**src/rtl/mux_pkg.sv**
```systemverilog
// Shared types and the rotating-priority pick used by the rr_mux arbiter.
package mux_pkg;

  typedef enum logic {ARB_RR, ARB_FIXED} arb_mode_t;

  localparam int MAXN = 16;

  // One-hot grant: the first set bit of valid[n-1:0] scanning upward from ptr, wrapping at n.
  function automatic logic [MAXN-1:0] rr_pick(input logic [MAXN-1:0] valid,
                                               input logic [3:0]      ptr,
                                               input int              n);
    logic [MAXN-1:0] g;
    logic [4:0]      idx;
    g = '0;
    // Descending scan so the earliest position in rotation order overwrites later ones.
    for (int k = MAXN - 1; k >= 0; k--) begin
      if (k < n) begin
        idx = {1'b0, ptr} + 5'(k);
        if (idx >= 5'(n)) idx = idx - 5'(n);
        if (valid[idx[3:0]]) g = MAXN'(1) << idx;
      end
    end
    return g;
  endfunction

endpackage

```
**src/rtl/rr_arbiter.sv**
```systemverilog
// Combinational round-robin / fixed-priority grant; owns the rotation pointer.
module rr_arbiter
  import mux_pkg::*;
#(
  parameter int N    = 4,
  parameter int SELW = $clog2(N)
) (
  input  logic            clk,
  input  logic            reset,
  input  logic            mode,
  input  logic [N-1:0]    in_valid,
  input  logic            fire,
  output logic [N-1:0]    grant,
  output logic [SELW-1:0] gidx,
  output logic            gvalid
);

  logic [SELW-1:0] ptr;
  logic [MAXN-1:0] pick;
  logic            fixed;

  assign fixed = (arb_mode_t'(mode) == ARB_FIXED);

  always_comb begin
    pick   = rr_pick(MAXN'(in_valid), fixed ? 4'd0 : 4'(ptr), N);
    grant  = pick[N-1:0];
    gvalid = |grant;
    gidx   = '0;
    for (int i = 0; i < N; i++)
      if (grant[i]) gidx = SELW'(i);
  end

  // Pointer moves just past the winner, and only for round-robin transfers.
  always_ff @(posedge clk or posedge reset) begin
    if (reset)
      ptr <= '0;
    else if (fire && !fixed)
      ptr <= (gidx == SELW'(N - 1)) ? '0 : gidx + 1'b1;
  end

endmodule

```
**src/rtl/rr_mux.sv**
```systemverilog
// N-channel arbitrating mux with valid/ready handshakes and a one-entry output register.
module rr_mux
  import mux_pkg::*;
#(
  parameter int WIDTH = 16,
  parameter int N     = 4,
  parameter int SELW  = $clog2(N)
) (
  input  logic              clk,
  input  logic              reset,
  input  logic              mode,
  input  logic [N-1:0]      in_valid,
  input  logic [N*WIDTH-1:0] in_data,
  output logic [N-1:0]      in_ready,
  output logic              out_valid,
  output logic [WIDTH-1:0]  out_data,
  output logic [SELW-1:0]   out_sel,
  input  logic              out_ready
);

  logic [N-1:0]    grant;
  logic [SELW-1:0] gidx;
  logic            gvalid;
  logic            can_take;
  logic            fire;

  assign can_take = !out_valid || out_ready;
  // Reset gating keeps in_ready low while the register is being cleared.
  assign fire     = can_take && gvalid && !reset;
  assign in_ready = grant & {N{fire}};

  rr_arbiter #(.N(N), .SELW(SELW)) u_arb (
    .clk      (clk),
    .reset    (reset),
    .mode     (mode),
    .in_valid (in_valid),
    .fire     (fire),
    .grant    (grant),
    .gidx     (gidx),
    .gvalid   (gvalid)
  );

  always_ff @(posedge clk or posedge reset) begin
    if (reset) begin
      out_valid <= 1'b0;
      out_data  <= '0;
      out_sel   <= '0;
    end else if (fire) begin
      out_valid <= 1'b1;
      out_data  <= in_data[int'(gidx)*WIDTH +: WIDTH];
      out_sel   <= gidx;
    end else if (out_valid && out_ready) begin
      out_valid <= 1'b0;
    end
  end

endmodule

```
**config.mk**
```make
export PLATFORM = sky130hd
export DESIGN_NAME = rr_mux
export DESIGN_NICKNAME = d
export VERILOG_FILES = /design/src/rtl/mux_pkg.sv /design/src/rtl/rr_arbiter.sv /design/src/rtl/rr_mux.sv
export SDC_FILE = /design/constraint.sdc
export NUM_CORES = 1
export LEC_CHECK = 0
export CAP_MARGIN = 20
export CORE_MARGIN = 10
export CORE_UTILIZATION = 40
export CTS_BUF_LIST = sky130_fd_sc_hd__clkbuf_16
export DETAILED_ROUTE_END_ITERATION = 8
export PLACE_DENSITY = 0.81
export SYNTH_ARGS = -nofsm -noshare
export SYNTH_HDL_FRONTEND = slang
export SYNTH_SLANG_ARGS = --single-unit
```
**constraint.sdc**
```tcl
create_clock -name clk -period 3.9 [get_ports clk]
set_input_delay 0.78 -clock clk [delete_from_list [all_inputs] [get_ports clk]]
set_output_delay 0.78 -clock clk [all_outputs]
set_load 0.01 [all_outputs]
```
Yosys cells after proc, flatten, opt, wreduce, memory -nomap -nowiden
Cells that the tools add are included.

Add/subtract/negate cells: 8. Multiply operators: 0. Div/mod/pow operators: 0. $lt $le $gt $ge: 8. Equality and inequality tests: 1. Shift operators: 5. Multiplexer cells: 23. Bitwise gates (word level): 1. Reduce and logical (&&, ||, !) cells: 10.

Operators with widths (count): 64-bit by 7-bit variable part select with 16-bit output (1); 4-bit by 5-bit less-than comparator with 1-bit output (second input constant) (4); 5-bit 2-to-1 mux (4); 1-bit by 5-bit left shift with 4-bit output (first input constant) (4); 1-bit binary-select mux with 4-bit select (4); 4-bit 2-to-1 mux (4); 5-bit by 3-bit >= comparator with 1-bit output (second input constant) (3); 5-bit by 3-bit subtractor with 5-bit output (second input constant) (3); 4-bit by 2-bit adder with 5-bit output (second input constant) (2); 2-bit 2-to-1 mux (4); 1-bit 2-to-1 mux (7); 4-bit by 1-bit adder with 5-bit output (second input constant) (1); 4-bit by 3-bit subtractor with 5-bit output (second input constant) (1); 4-bit AND (1); 4-bit by 3-bit >= comparator with 1-bit output (second input constant) (1); 1-bit logical AND (4); 4-bit OR reduction (1); 1-bit zero test (3); 2-bit by 1-bit adder with 2-bit output (second input constant) (1); 2-bit equality test (second input constant) (1); 2-bit nonzero test (1); 1-bit logical OR (1).

Register bits after elaboration: 21. Bits in latches: 0. RAM bits: 0. Memory bits (read-only): 0. Input bits: 72. Output and inout port bits: 23. Word-level logic and storage cells: 60. Memories: 0.

Longest topological paths before layout
Depth in word-level cells: 15. Mapped depth: 15. Gate-level depth less buffers: 11.

Hierarchy
From an unflattened synthesis, not the netlist that was laid out.

Cell total of the unflattened synthesis: 133. Area, all modules: 1779.2 um2.

Modules (own cells, without submodules): rr_mux (instances 1, cells each 69, area each 1204.9 um2, seq. area each 475.5 um2); rr_arbiter (instances 1, cells each 64, area each 574.3 um2, seq. area each 50.0 um2).

Worst setup path before layout
No wires, ideal clock.

Path type: input to output. From: input mode. To: output in_ready[3]. Data arrival time: 2.819 ns. Data required time: 3.120 ns. Setup slack: 0.301 ns. Cell stages on the path: 12. Buffers on the path: 3. Cell sequence: and2b_1 -> buf_6 -> inv_4 -> ha_1 -> mux2i_1 -> a21oi_1 -> a31o_2 -> a31oi_1 -> or3_1 -> buf_2 -> buf_2 -> nor2_1.

Cells in the longest elaborated chain, start to end: 14. Elaborated cells between the ends (all ways): 36. Classes of those cells: add/sub (7); order compare (4); shift (4); mux (17); bitwise (1); reduce/logical (3).

RTL lines: from (decl) (line rr_mux.sv:11) `input logic mode,`; 2-bit 2-to-1 mux (*) (line rr_arbiter.sv:25) `pick = rr_pick(MAXN'(in_valid), fixed ? 4'd0 : 4'(ptr), N);`; 4-bit by 2-bit adder with 5-bit output (line mux_pkg.sv:18) `idx = {1'b0, ptr} + 5'(k);`; 5-bit by 3-bit subtractor with 5-bit output / 5-bit by 3-bit >= comparator with 1-bit output (equally long branches) (line mux_pkg.sv:19) `if (idx >= 5'(n)) idx = idx - 5'(n);`; 5-bit 2-to-1 mux (line mux_pkg.sv:19); 1-bit binary-select mux with 4-bit select (line mux_pkg.sv:20) `if (valid[idx[3:0]]) g = MAXN'(1) << idx;`; 1-bit 2-to-1 mux (not written as such) (line mux_pkg.sv:20); 4-bit 2-to-1 mux (3 in a row) (line mux_pkg.sv:20); 4-bit 2-to-1 mux (*) (line mux_pkg.sv:20); 4-bit OR reduction (line rr_arbiter.sv:27) `gvalid = |grant;`; 1-bit logical AND (2 in a row) (line rr_mux.sv:29) `assign fire = can_take && gvalid && !reset;`; 4-bit AND (*) (line rr_mux.sv:30) `assign in_ready = grant & {N{fire}};`; to (decl) (line rr_mux.sv:14) `output logic [N-1:0] in_ready,`.

Every way passes the cells marked *; elsewhere a longest branch is shown, timed or not. The select of a mux whose other input is x is not followed.

Final worst setup path
From: input mode. To: output in_ready[2].

The elaborated chain is that of the path after synthesis.

==> impl_metrics.yaml <==
setup_path:
  critPathLaunchType: "input port"
  crit_chain: "dlygate4sd2_1 > and2b_2 > inv_4 > ha_1 > buf_4 > a21oi_1 > o32ai_2 > a221o_1 > nand2_1 > nor2_1 > dlygate4sd2_1"
  worstPathArrival_ps: 2910
  critPathRequiredTime_ps: 3120
  crit_path_end_kind: "output pin"
  critical_path_peak_fanout: 4
  rrSetupSlack_ps: 940
  critical-path-max-stage-delay_ps: 360
  path_type_of_the_worst_setup_path: "input port to output pin"
  cp_slowest_cell: "a221o_1"
  path_common_cell: "dlygate4sd2_1"
placed_design:
  post-place-ws_ps: -353
  gp_congestion: 0.975
  detailed_place.area_sq_um: 2970
  place.detailed.hpwl_microns: 5510
  dpl.cell_count: 383
  port-buffer-count: 94
clock_tree:
  cts_hold_buf: 0
  cts_buffer_depth: 2
  cts_made_buffers: 3
  clkSlewWorstSetupHoldPaths_ps: 50
  cts.sinks: 21
  clock_latency_of_the_later_clocked_register_in_the_worst_skew_pair_ps: 260
  cts_htree_levels: 1
  cts_setup_buffers: 0
  clk_tree_root_cell: "clkbuf_16"
  cts_tree: "built"
job:
  timing.max_cap.violations: 0
global_route:
  largest_net_degree_at_the_start_of_global_routing: 22
  grt_first_pass_wirelength_microns: 11000
  grt_antenna_before_repair: 0
  global_route.overflow_total: 0
  grt_usage_pct: 18.0
  first_global_vias: 2317
power_and_ir_drop:
  power.density_cell_area_nw_per_um2: 662
  leakagePower_uw: 0.00139
  tot_pwr_uw: 2020
  ir_drop_mv: 0.339
layout:
  final_nets: 410
  sequential_cell_area_sq_um: 526
  combined_area_of_the_multi_input_logic_cells_sq_um: 1150
  final-instance-count-excl-fill: 387
  n_fill_cell: 346
  area.growth.synth_to_final_pct: 68.1
  antennaDiodeCount: 0
  final_area_sq_um: 3050
  drive_gt1_share_pct: 15.8
drt:
  detail_route.drc_violations: 0
  detail_route.wirelength_microns: 7070
  final_antenna_net_count: 0
  post_drt_via_cell_ratio: 5.50
  routed-via-count: 2130
  detail_route.iter0.violations: 131
  wire_per_inst_microns: 18.3
  first_pass_iters: 4
logic_synthesis:
  synth-warning-count: 0
  synth_area_sq_um: 1810
  post_synth_inst_count: 221
  synthesized_area_per_cell_sq_um: 8.21
  synth_cell_type_count: 44
  post_synthesis_share_of_cell_area_spent_on_xor_and_xnor_gates_pct: 0
  asyncSetResetFlopFracSynth_pct: 100
  post-synth-top-area-cell: "dfrtp_1"
  synth_sequential_area_ratio_pct: 29.0
  synthesis.nets: 295
  synth.area.mux_share_pct: 14.8
  synth_adder_area_share_pct: 1.38
  netlist.area_leader.share_pct: 29.0
  ys_seq_elements: 21
  dominantRegCellSynth: "dfrtp_1"
  synth-compound-area-share_pct: 27.7
  post_synth_edffs: 0
  combinational_family_with_the_most_area_after_synthesis: "compound AO/OA/AOI/OAI gates"
  synth_simple_gate_area_share_pct: 19.3
  synth.area.top_cells: "dfrtp_1 29%, mux2i_1 10%, a211o_1 8.2%"
run_status:
  outcome: "finished, final reports clean"
sta:
  worst-slew-pin-transition_ps: 350
  fin_ws_ps: 212
  min_period_over_period_pct: 94.6
  setup_repair_after_global_routing_missed_its_margin: "no"
  finalCriticalPeriod_ps: 3690
  final_max_slew_violation_count: 0
  hold_violations: 0
  worst_clock_skew_ps: 5.53
  slew_headroom_pct: 76.7
  achievable_freq_ghz: 0.271
  setup_viol: 0
  timing.hold.ws_ps: 503
die:
  row_count: 24
  starting_density_pct: 41.4
  die_area_sq_um: 7630
  die_height_microns: 87.3
  ios: 95
  core_area_sq_um: 4380
  chipWidth_microns: 87.3
worst_hold_path:
  hold_path_class: "register to register"
kinds of logic (layout without fill, tap and decap cells):
group / count (synthesis) / after routing
flip-flops: 21 / 21
multiplexers: 24 / 24
AND/OR/NAND/NOR: 76 / 76
adder cells (fa/ha/maj): 2 / 2
AO/OA/AOI/OAI: 71 / 71
buffers and inverters: 27 / 141
power by group:
part           leakage [uW]  total (uW)  switching [uW]  internal, uW
clock             0.0000409         219            80.9           138
combinational       0.00112        1410             707           704
sequential         0.000232         390            64.5           326
total               0.00139        2020             852          1170
cell usage after synthesis (2+ instances only):
cell type and instances:
a211o_1 17, a21oi_1 26, a21oi_2 2, a31oi_1 2
and2b_1 2, buf_2 7, buf_4 2, buf_6 3
clkbuf_1 6, dfrtp_1 21, ha_1 2, inv_1 7
mux2_1 2, mux2i_1 19, mux4_2 2, nand2_1 9
nand2b_1 3, nor2_1 37, nor3_1 18, o21ai_0 10
layout make-up:
| cell class | instances | share of cell area [%] |
|---|---|---|
| clock buffers | 3 | 2.46 |
| clock inverters | 1 | 0.164 |
| inverters | 9 | 1.19 |
| multi-input cells | 173 | 37.9 |
| flip-flops and latches | 21 | 17.2 |
| well taps | 52 | 2.13 |
| repair buffers | 128 | 38.9 |
critical path: cells and delay by family:
kind | cells | cell delay, ps
AND/OR/NAND/NOR | 3 | 390
adder cells (fa/ha/maj) | 1 | 340
buffers and inverters | 4 | 770
AO/OA/AOI/OAI | 3 | 630
final timing paths:
check                              from      endpoint  depth (start not counted)
setup / recovery                   mode   in_ready[2]                         11
hold / removal                out_valid     out_valid                          2
setup reg to reg           u_arb.ptr[0]  u_arb.ptr[0]                         11
hold reg to reg               out_valid     out_valid                          2
max in group asynchronous         reset  out_data[14]                          3
min in group asynchronous         reset   out_data[9]                          3
sequential cells by signal, indices dropped and copies added, names as in the netlist:
name,flops
out_data,16
out_sel,2
u_arb.ptr,2
out_valid,1
repair_timing:
action / in CTS / in global routing
resized for setup: 8 / 2
cloned: 0 / 0
setup endpoints to repair: 4 / 1
pin swaps: 1 / 0
routing by layer:
metal  track usage (%)  up-vias  part of all wire (%)
met1              17.8      988                    36
met4              4.49        0                   1.2
met5                 0        -                     0
li1                  -     1036                     -
met2              31.9       96                    51
met3              9.64       10                    12
per-stage QoR:
| step | utilization [%] | TNS, ps |
|---|---|---|
| 2_1_floorplan | - | 0 |
| 3_3_place_gp | 67.7 | -935 |
| 3_5_place_dp | 67.7 | -1060 |
| 4_1_cts | 69.6 | 0 |
| 5_1_grt | 69.5 | 0 |
| 6_report | 69.5 | 0 |
layout by cell type, fill, tap and decap left out, types with 2 or more instances in the layout:
cell type / synthesis / layout
a211o_1: 17 / 17
ha_1: 2 / 2
o21ai_0: 10 / 10
a21oi_1: 26 / 26
nand2b_1: 3 / 3
dfrtp_1: 21 / 21
clkbuf_16: 0 / 3
mux2i_1: 19 / 19
nand2_1: 9 / 9
dlygate4sd2_1: 0 / 3
mux4_2: 2 / 2
a21oi_2: 2 / 2
mux2_1: 2 / 2
nor3_1: 18 / 18
buf_4: 2 / 34
a31oi_1: 2 / 2
inv_1: 7 / 7
clkdlybuf4s50_1: 0 / 89
nor2_1: 37 / 37
Power figures use the tool's default switching activity.
